<file path="src/rtl/rgb_pwm_pkg.sv">
// rgb_pwm_pkg: register map, control bit positions and FSM states for the RGB PWM generator
package rgb_pwm_pkg;
  localparam logic [2:0] ADDR_DUTY0     = 3'd0;
  localparam logic [2:0] ADDR_DUTY1     = 3'd1;
  localparam logic [2:0] ADDR_DUTY2     = 3'd2;
  localparam logic [2:0] ADDR_CTRL      = 3'd3;
  localparam logic [2:0] ADDR_RAMP      = 3'd4;
  localparam logic [2:0] ADDR_BLINK_ON  = 3'd5;
  localparam logic [2:0] ADDR_BLINK_OFF = 3'd6;
  localparam int CTRL_EN      = 0;
  localparam int CTRL_BREATHE = 1;
  localparam int CTRL_BLINK   = 2;
  typedef enum logic [1:0] {IDLE, WARM, RUN} state_e;
endpackage

</file>
<file path="src/rtl/rgb_pwm_chan.sv">
// rgb_pwm_chan: one PWM channel with duty shadow, envelope scaling and registered compare
module rgb_pwm_chan #(
  parameter int PWM_W = 8
) (
  input  logic             i_clk,
  input  logic             i_rst,
  input  logic             i_load,
  input  logic             i_run,
  input  logic             i_blink_on,
  input  logic [PWM_W-1:0] i_duty,
  input  logic [PWM_W-1:0] i_cnt,
  input  logic [PWM_W-1:0] i_scale,
  output logic             o_pwm
);
  localparam int W2 = 2 * PWM_W;
  logic [PWM_W-1:0] r_duty;
  logic [W2-1:0]    w_prod;
  logic [PWM_W-1:0] w_eff;
  assign w_prod = W2'(r_duty) * (W2'(i_scale) + W2'(1));
  assign w_eff  = PWM_W'(w_prod >> PWM_W);
  // duty shadow loads only at period start; output lags the counter compare by one cycle
  always_ff @(posedge i_clk) begin
    if (i_rst) begin
      r_duty <= '0;
      o_pwm  <= 1'b0;
    end else begin
      if (i_load) r_duty <= i_duty;
      o_pwm <= i_run & i_blink_on & (i_cnt < w_eff);
    end
  end
endmodule

</file>
<file path="src/rtl/rgb_pwm_gen.sv">
// rgb_pwm_gen: three-channel PWM front end for the RGB LED current driver
module rgb_pwm_gen
  import rgb_pwm_pkg::*;
#(
  parameter int CLK_DIV  = 12,
  parameter int PWM_W    = 8,
  parameter int WARM_CYC = 1200
) (
  input  logic             CLK,
  input  logic             RST,
  input  logic             WE,
  input  logic [2:0]       ADDR,
  input  logic [PWM_W-1:0] WDATA,
  output logic             RGBLEDEN,
  output logic             CURREN,
  output logic             RGB0PWM,
  output logic             RGB1PWM,
  output logic             RGB2PWM,
  output logic             BUSY
);
  localparam int DW = CLK_DIV > 1 ? $clog2(CLK_DIV) : 1;
  localparam int WW = $clog2(WARM_CYC + 1);
  localparam logic [DW-1:0]    DIV_END  = DW'(CLK_DIV - 1);
  localparam logic [WW-1:0]    WARM_END = WW'(WARM_CYC - 1);
  localparam logic [PWM_W-1:0] ONE      = PWM_W'(1);
  logic [PWM_W-1:0] r_duty [3];
  logic [2:0]       r_ctrl;
  logic [PWM_W-1:0] r_ramp, r_bon, r_boff;
  logic             r_brth_s, r_blink_s;
  logic [PWM_W-1:0] r_ramp_s, r_bon_s, r_boff_s;
  state_e           r_state, w_next;
  logic [WW-1:0]    r_warm;
  logic [DW-1:0]    r_div;
  logic [PWM_W-1:0] r_cnt, r_s, r_rcnt, r_bcnt;
  logic             r_up, r_phase;
  logic             w_start, w_run, w_tick, w_pstart, w_load, w_up, w_blink_on;
  logic [PWM_W-1:0] w_ramp_end, w_blen;
  logic [2:0]       w_pwm;
  // register file; address 7 is ignored
  always_ff @(posedge CLK) begin
    if (RST) begin
      r_duty <= '{default: '0};
      r_ctrl <= '0;
      r_ramp <= '0;
      r_bon  <= '0;
      r_boff <= '0;
    end else if (WE) begin
      case (ADDR)
        ADDR_DUTY0:     r_duty[0] <= WDATA;
        ADDR_DUTY1:     r_duty[1] <= WDATA;
        ADDR_DUTY2:     r_duty[2] <= WDATA;
        ADDR_CTRL:      r_ctrl    <= WDATA[2:0];
        ADDR_RAMP:      r_ramp    <= WDATA;
        ADDR_BLINK_ON:  r_bon     <= WDATA;
        ADDR_BLINK_OFF: r_boff    <= WDATA;
        default:        ;
      endcase
    end
  end
  // next state; a low EN returns to IDLE from anywhere
  always_comb begin
    w_next = r_state;
    if (!r_ctrl[CTRL_EN]) w_next = IDLE;
    else if (r_state == IDLE) w_next = WARM;
    else if (r_state == WARM && r_warm == WARM_END) w_next = RUN;
  end
  // state register
  always_ff @(posedge CLK) r_state <= RST ? IDLE : w_next;
  // current-reference settle counter, active only in WARM
  always_ff @(posedge CLK) r_warm <= (RST || r_state != WARM) ? '0 : r_warm + WW'(1);
  assign w_start    = r_state == WARM && w_next == RUN;
  assign w_run      = r_state == RUN && w_next == RUN;
  assign w_tick     = r_div == DIV_END;
  assign w_pstart   = w_run && w_tick && r_cnt == '1;
  assign w_load     = w_start || w_pstart;
  assign w_ramp_end = r_ramp_s == '0 ? '0 : r_ramp_s - ONE;
  assign w_up       = r_up ? r_s != '1 : r_s == '0;
  assign w_blen     = r_phase ? r_bon_s : r_boff_s;
  assign w_blink_on = !r_blink_s || r_boff_s == '0 || (r_bon_s != '0 && r_phase);
  // prescaler and period counter; held at zero outside RUN
  always_ff @(posedge CLK) begin
    if (RST || !w_run) begin
      r_div <= '0;
      r_cnt <= '0;
    end else begin
      r_div <= w_tick ? '0 : r_div + DW'(1);
      if (w_tick) r_cnt <= r_cnt + ONE;
    end
  end
  // shadow copies of the period-level configuration
  always_ff @(posedge CLK) begin
    if (RST) begin
      r_brth_s  <= 1'b0;
      r_blink_s <= 1'b0;
      r_ramp_s  <= '0;
      r_bon_s   <= '0;
      r_boff_s  <= '0;
    end else if (w_load) begin
      r_brth_s  <= r_ctrl[CTRL_BREATHE];
      r_blink_s <= r_ctrl[CTRL_BLINK];
      r_ramp_s  <= r_ramp;
      r_bon_s   <= r_bon;
      r_boff_s  <= r_boff;
    end
  end
  // breathing envelope and blink phase, both advanced once per period
  always_ff @(posedge CLK) begin
    if (RST || w_next == IDLE) begin
      r_s     <= '0;
      r_up    <= 1'b1;
      r_rcnt  <= '0;
      r_phase <= 1'b1;
      r_bcnt  <= '0;
    end else if (w_start) begin
      r_s     <= r_ctrl[CTRL_BREATHE] ? '0 : '1;
      r_up    <= 1'b1;
      r_rcnt  <= '0;
      r_phase <= 1'b1;
      r_bcnt  <= '0;
    end else if (w_pstart) begin
      if (!r_ctrl[CTRL_BREATHE]) begin
        r_s    <= '1;
        r_up   <= 1'b1;
        r_rcnt <= '0;
      end else if (!r_brth_s) begin
        r_s    <= '0;
        r_up   <= 1'b1;
        r_rcnt <= '0;
      end else if (r_rcnt >= w_ramp_end) begin
        r_s    <= w_up ? r_s + ONE : r_s - ONE;
        r_up   <= w_up;
        r_rcnt <= '0;
      end else begin
        r_rcnt <= r_rcnt + ONE;
      end
      if (r_blink_s && r_bon_s != '0 && r_boff_s != '0) begin
        r_phase <= r_bcnt >= w_blen - ONE ? !r_phase : r_phase;
        r_bcnt  <= r_bcnt >= w_blen - ONE ? '0 : r_bcnt + ONE;
      end else begin
        r_phase <= 1'b1;
        r_bcnt  <= '0;
      end
    end
  end
  for (genvar i = 0; i < 3; i++) begin : g_chan
    rgb_pwm_chan #(.PWM_W(PWM_W)) u_chan (
      .i_clk      (CLK),
      .i_rst      (RST),
      .i_load     (w_load),
      .i_run      (w_run),
      .i_blink_on (w_blink_on),
      .i_duty     (r_duty[i]),
      .i_cnt      (r_cnt),
      .i_scale    (r_s),
      .o_pwm      (w_pwm[i])
    );
  end
  assign RGBLEDEN = r_state != IDLE;
  assign CURREN   = r_state != IDLE;
  assign BUSY     = r_state != IDLE;
  assign RGB0PWM  = w_pwm[0];
  assign RGB1PWM  = w_pwm[1];
  assign RGB2PWM  = w_pwm[2];
endmodule

</file>
<file path="config.mk">
export PLATFORM = sky130hd
export DESIGN_NAME = rgb_pwm_gen
export DESIGN_NICKNAME = d
export VERILOG_FILES = /design/src/rtl/rgb_pwm_pkg.sv /design/src/rtl/rgb_pwm_chan.sv /design/src/rtl/rgb_pwm_gen.sv
export SDC_FILE = /design/constraint.sdc
export NUM_CORES = 1
export LEC_CHECK = 0
export BUFFER_PORTS_ARGS = -buffer_cell sky130_fd_sc_hd__buf_2
export CAP_MARGIN = 20
export CORE_ASPECT_RATIO = 0.7
export CORE_MARGIN = 2
export CORE_UTILIZATION = 46
export DETAILED_ROUTE_END_ITERATION = 10
export PLACE_DENSITY = 0.73
export SETUP_SLACK_MARGIN = 0.05
export SKIP_CTS_REPAIR_TIMING = 1
export SLEW_MARGIN = 5
export SYNTH_ARGS = -nofsm -noshare
export SYNTH_HDL_FRONTEND = slang
export SYNTH_SLANG_ARGS = --single-unit
</file>
<file path="constraint.sdc">
create_clock -name CLK -period 6.2 [get_ports CLK]
set_clock_uncertainty 0.2 [all_clocks]
set_input_delay 0.93 -clock CLK [delete_from_list [all_inputs] [get_ports CLK]]
set_output_delay 0.93 -clock CLK [all_outputs]
set_load 0.01 [all_outputs]
</file>
==> results of run 1 <==
-- cell type report --
| class | instances | share of cell area (%) |
|---|---|---|
| multi-input cells | 1235 | 64.4 |
| well taps | 378 | 2.95 |
| clock buffers | 20 | 2.91 |
| inverters | 148 | 3.48 |
| flip-flops and latches | 155 | 19.4 |
| clock inverters | 12 | 0.804 |
| repair buffers | 118 | 6.09 |
-- critical path: cells and delay by family, from the launching register on --
family | cells | cell delay [ps]
and+or+nand+nor | 5 | 970
xor gates and xnor gates | 2 | 400
buffers and inverters | 5 | 520
AOI/OAI and AO/OA | 6 | 1270
DFF | 1 | 380
adders and majority gates | 7 | 2390
-- sequential cells by signal (all words and copies together) (netlist names), 2 cells and up --
register,flops
r_boff_s,8
r_warm,11
g_chan.u_chan.o_pwm,3
r_bon_s,8
r_rcnt,8
r_ramp,8
r_ramp_s,8
r_div,4
r_s,8
r_boff,8
r_cnt,8
r_state,2
r_duty,24
r_ctrl,3
r_bcnt,8
g_chan.u_chan.r_duty,24
r_bon,8
-- power by group through the flow --
stage | clock network [µW] | registers (µW) | logic [µW]
3_5_place_dp | 0 | 1030 | 45.1
4_1_cts | 1070 | 1010 | 45.2
5_1_grt | 1110 | 1010 | 50.5
2_1_floorplan | 0 | 1030 | 25.5
3_3_place_gp | 0 | 1030 | 44.5
6_report | 1050 | 1010 | 46.0
-- layout by cell type, fill, tap and decap left out, types with 30 or more instances in the layout --
cell type,n
inv_1,137
ha_1,131
dfxtp_1,151
nor3_1,30
nor2_1,90
nor2b_1,59
nand2_1,248
fa_1,117
and2_1,90
xor2_1,31
xnor2_1,38
buf_4,78
a21oi_1,109
-- metrics by stage --
stage               std cells  util, %  worst slack (ps)
finish                   2066     55.3              36.1
global route             2066     55.3              -205
CTS                      2048     52.3              -448
detailed placement       2016     50.2              -416
global placement         2016     50.2              -231
floorplan                1604        -              59.7
-- per-layer routing --
layer	GRT usage [%]	part of all wire [%]	vias up
met4	5.60	1.5	0
met1	32.8	47	5486
met5	0	0	-
li1	-	-	5388
met2	33.3	44	328
met3	5.53	6.9	47
-- worst min path at each step --
| stage | start | endpoint | cells after the start | slack [ps] |
|---|---|---|---|---|
| after floorplan | r_warm[0] | r_warm[0] | 1 | 210 |
| after global placement | r_warm[0] | r_warm[0] | 1 | 220 |
| after detailed placement | r_warm[0] | r_warm[0] | 1 | 240 |
| after CTS | r_duty[21] | g_chan[0].u_chan.r_duty[5] | 2 | 240 |
| after global routing | r_duty[17] | g_chan[0].u_chan.r_duty[1] | 2 | 270 |
| final | r_duty[15] | g_chan[1].u_chan.r_duty[7] | 2 | 240 |
-- kinds of logic after synthesis --
family | Yosys count | share of synthesized area (%)
buffers and inverters | 214 | 6.34
XOR/XNOR | 76 | 4.88
adder cells (fa/ha/maj) | 269 | 31.3
multiplexers | 22 | 1.61
AO/OA/AOI/OAI | 201 | 9.02
flip-flops | 155 | 22.7
AND/OR/NAND/NOR | 667 | 24.1
==> results.toml, run 1 <==
[layout]
fillers = 2521
design_area_um2 = 16000
drive_above_1_share_pct = 16.0
multi_input_area_um2 = 10300
diodes = 0
seqCellArea_um2 = 3110
num-nets-final = 1958
area_growth_syn_to_layout_pct = 17.5

[yosys]
synth-seq-cells = 155
synth_most_common_cell = "nand2_1"
syn_inst = 1604
syn_avg_cell_area_um2 = 8.51
synthArstFlopShare_pct = 0
syn-cell-area_um2 = 13600
yosysSeqAreaShare_pct = 22.7
synthFlopType = "dfxtp_1"
yosysTopAreaCell = "dfxtp_1"
synthTopCellsByArea = "dfxtp_1 23%, fa_1 18%, ha_1 14%"
synth_top_area_share_pct = 22.7
yosys_warnings = 0
netlist-cell-type-count = 63
synth-edff-count = 0
synth.net_count = 1887
yosys-top-cells-count = "254 x nand2_1, 155 x dfxtp_1, 148 x ha_1, 148 x inv_1, 121 x fa_1"

[power_and_ir_drop]
power.total_uw = 2110
internal_power_uw = 1610
seqPwrFrac_pct = 47.8
p_comb_share_pct = 2.2
power_switching_uw = 496
power_density_nw_per_um2 = 131
clock_power_share_pct = 50.0
p_leak_uw = 0.00737
irDropWorstVdd_mv = 0.213
p_sw_share_pct = 23.6

[setup_path]
r2r_slack_ps = 40
critPathLaunchType = "flop"
rr_endpoint = "g_chan[2].u_chan.o_pwm"
end_kind = "flop"
cp-endpoint = "g_chan[2].u_chan.o_pwm"
r2r_cells = 25
crit_start = "r_s[0]"
cp.arrival_ps = 6340
slowest_stage = "or4_4"
cpPeakStageDelay_ps = 570
critPathMaxFanout = 5
r2r_start = "r_s[0]"
setup.worst_path.class = "flop to flop"
cp.required_ps = 6380

[place]
portBuffers = 19
finalWeightedCongestion = 0.903
place_hpwl_mm = 25.5
dpl_cell_area_um2 = 14600

[route]
drcViolationCount = 0
detail_route.vias_per_cell = 5.44
wl_per_cell_um = 17.0
postRouteAntennaNets = 0
drtIter0Drc = 856
drt_first_pass_iters = 8
wl_mm = 35.2
via_count = 11200

[grt]
grt_max_degree = 104
grt_pass1_wl_mm = 55.9
grt.total_usage_pct = 22.5
antenna_found_initial = 0
grt_overflow = 0
grt_pass1_vias = 11000

[status]
run_status = "completed"

[floorplanning]
io_pins = 20
dieArea_um2 = 31100
rows = 52
initial_core_util_pct = 47.0
die_h_um = 148
die_w_um = 210
coreArea_um2 = 29000

[timing]
finalSetupTns_ps = 0
hold_slack_ps = 245
hold_violations = 0
fin_crit_sh_pct = 99.4
slew_viol_final = 0
period_needed_ps = 6160
rsz0062_at_grt = "true"
fmax_ghz = 0.162
worst_pin_slew_ps = 1330
max_slew_margin_pct = 10.1
setup_viol = 0

[clock_tree]
numCtsBuffers = 17
path_clk_slew_ps = 80
cts_sinks = 155
clockRootBuffer = "clkbuf_16"
clkLatencyLatePin_ps = 440
cts_tree = "yes"
clockBufferDepth = 2
h-tree-depth = 4

[hold_path]
hp-class = "flop to flop"

[flow_run]
cap_violations = 0
Power figures use the tool's default switching activity.
==> run 2, diff against run 1 <==
--- a/config.mk
+++ b/config.mk
@@ -5,13 +5,13 @@
 export SDC_FILE = /design/constraint.sdc
 export NUM_CORES = 1
 export LEC_CHECK = 0
-export BUFFER_PORTS_ARGS = -buffer_cell sky130_fd_sc_hd__buf_2
 export CAP_MARGIN = 20
 export CORE_ASPECT_RATIO = 0.7
 export CORE_MARGIN = 2
 export CORE_UTILIZATION = 46
 export DETAILED_ROUTE_END_ITERATION = 10
-export PLACE_DENSITY = 0.73
+export DONT_BUFFER_PORTS = 1
+export PLACE_DENSITY = 0.72
 export SETUP_SLACK_MARGIN = 0.05
 export SKIP_CTS_REPAIR_TIMING = 1
 export SLEW_MARGIN = 5
==> results.toml, run 2 (synthesis gave the netlist of run 1 again) <==
[timing]
hold_slack_ps = 251
period_needed_ps = 6160
hold_violations = 0
worst_pin_slew_ps = 1560
fmax_ghz = 0.162
setup_viol = 0
slew_viol_final = 4
rsz0062_at_grt = "true"
max_slew_margin_pct = -5.09
fin_crit_sh_pct = 99.3
finalSetupTns_ps = 0

[floorplanning]
io_pins = 20
initial_core_util_pct = 47.0
rows = 52
die_w_um = 210
coreArea_um2 = 29000
die_h_um = 148
dieArea_um2 = 31100

[power_and_ir_drop]
p_leak_uw = 0.00727
p_comb_share_pct = 1.0
power_density_nw_per_um2 = 132
seqPwrFrac_pct = 47.8
internal_power_uw = 1620
power_switching_uw = 481
power.total_uw = 2100
irDropWorstVdd_mv = 0.209
clock_power_share_pct = 51.2
p_sw_share_pct = 22.9

[setup_path]
crit_top_cell = "fa_1"
end_kind = "flop"
r2r_cells = 24
crit_chain = "nand3_4, nor3_4, xor2_2, buf_6, nand2_2, fa_1, fa_1, inv_1, fa_1, inv_1, fa_1, inv_1, ha_1, or4_4, o221ai_4, nand2_2, nand4_1, buf_4, a31oi_4, xnor2_2, ha_1, a21o_1, a2111oi_4, o31a_1"
crit_family = "adder cells"
r2r_slack_ps = 40
critPathLaunchType = "flop"
cp.arrival_ps = 6330
cp_num_buf_inv = 5
cpPeakStageDelay_ps = 520
cp.required_ps = 6370
critPathMaxFanout = 7
slowest_stage = "fa_1"
rr_endpoint = "g_chan[2].u_chan.o_pwm"
r2r_start = "r_s[2]"
setup.worst_path.class = "flop to flop"

[place]
finalWeightedCongestion = 0.914
place_hpwl_mm = 25.3
portBuffers = 0
dpl_cell_area_um2 = 14500

[layout]
drive_above_1_share_pct = 15.0
diodes = 0
mostFrequentLayoutCell = "nand2_1"
area_growth_syn_to_layout_pct = 16.3
design_area_um2 = 15900
most-common-layout-cells = "248 x nand2_1, 150 x dfxtp_1, 139 x inv_1"
fillers = 2589
seqCellArea_um2 = 3120
num-nets-final = 1953
reg.largest.list = "g_chan.u_chan.r_duty: 24 flops, r_duty: 24 flops, r_warm: 11 flops"
multi_input_area_um2 = 10200

[grt]
grtUsageMet1_pct = 32.4
grt.busiest_layer = "met2"
grt_max_degree = 105
grt_pass1_vias = 10900
grt.total_usage_pct = 22.2
antenna_found_initial = 0
met3_usage_pct = 5.72
grt_use_met2_pct = 32.8
grt_pass1_wl_mm = 55.0
grt_overflow = 0

[route]
wl_mm = 34.9
wl_per_cell_um = 16.9
postRouteAntennaNets = 0
drt_first_pass_iters = 5
drcViolationCount = 0
via_count = 11300
detail_route.vias_per_cell = 5.49
drtIter0Drc = 810

[clock_tree]
clockRootBuffer = "clkbuf_16"
path_clk_slew_ps = 70
clockBufferDepth = 2
clkLatencyLatePin_ps = 440
cts_sinks = 155
h-tree-depth = 4
numCtsBuffers = 17
cts_tree = "yes"

[status]
violations = "capacitance limit, slew limit"
run_status = "finished, violations left"

[flow_run]
cap_violations = 1

[hold_path]
hp-class = "flop to flop"
whs_endpoint = "r_blink_s"
holdPathStages = 2
hp-start = "r_ctrl[2]"
==> run 2: cell types whose count changed in the layout (fill, tap and decap cells not counted), sizes merged <==
cell	change
clkbuf	-3
clkinv	-3
inv	-1
buf	-5
clkinvlp	+5
clkdlybuf4s15	+1
bufinv	+1
==> run 2: routing by layer <==
metal / wire [µm] / share of wire [%]
met2: 15400 / 44
met5: 0 / 0
met4: 555 / 1.6
met3: 2950 / 8.4
met1: 16000 / 46
==> run 2: worst max-delay path by stage <==
stage | startpoint | end | slack (ps) | depth (start not counted)
3_5_place_dp | r_s[0] | g_chan[2].u_chan.o_pwm | -280 | 24
3_3_place_gp | r_s[0] | g_chan[2].u_chan.o_pwm | -100 | 22
4_1_cts | r_s[0] | g_chan[0].u_chan.o_pwm | -290 | 23
5_1_grt | r_s[2] | g_chan[1].u_chan.o_pwm | -230 | 25
6_report | r_s[2] | g_chan[2].u_chan.o_pwm | 40 | 24
2_1_floorplan | r_s[0] | g_chan[1].u_chan.o_pwm | 60 | 24
==> run 2: stage by stage <==
stage / setup WS (ps) / utilization, % / std cells
6_report: 40.7 / 54.7 / 2061
5_1_grt: -232 / 54.7 / 2061
4_1_cts: -293 / 52.1 / 2035
3_5_place_dp: -282 / 50.1 / 2003
3_3_place_gp: -103 / 50.1 / 2003
2_1_floorplan: 59.7 / - / 1604
==> run 2: layout make-up <==
type                    instances  area share (%)
repair buffers                113            6.03
clock buffers                  18            2.77
flip-flops and latches        155            19.7
well taps                     378            2.98
multi-input cells            1235            64.0
clock inverters                14            1.02
inverters                     148            3.50
==> run 2: worst min-delay path, cell delays in order (launching register included) <==
cell and delay, ps:
dfxtp_1 310, nand2_1 50, a21oi_1 50
==> run 2: power groups by stage <==
stage	sequential, µW	clock [µW]	combinational, µW
after floorplan	1030	0	25.5
after global placement	1030	0	19.6
after detailed placement	1030	0	20.4
after CTS	1010	1090	20.6
after global routing	1000	1140	23.4
final	1000	1080	20.8
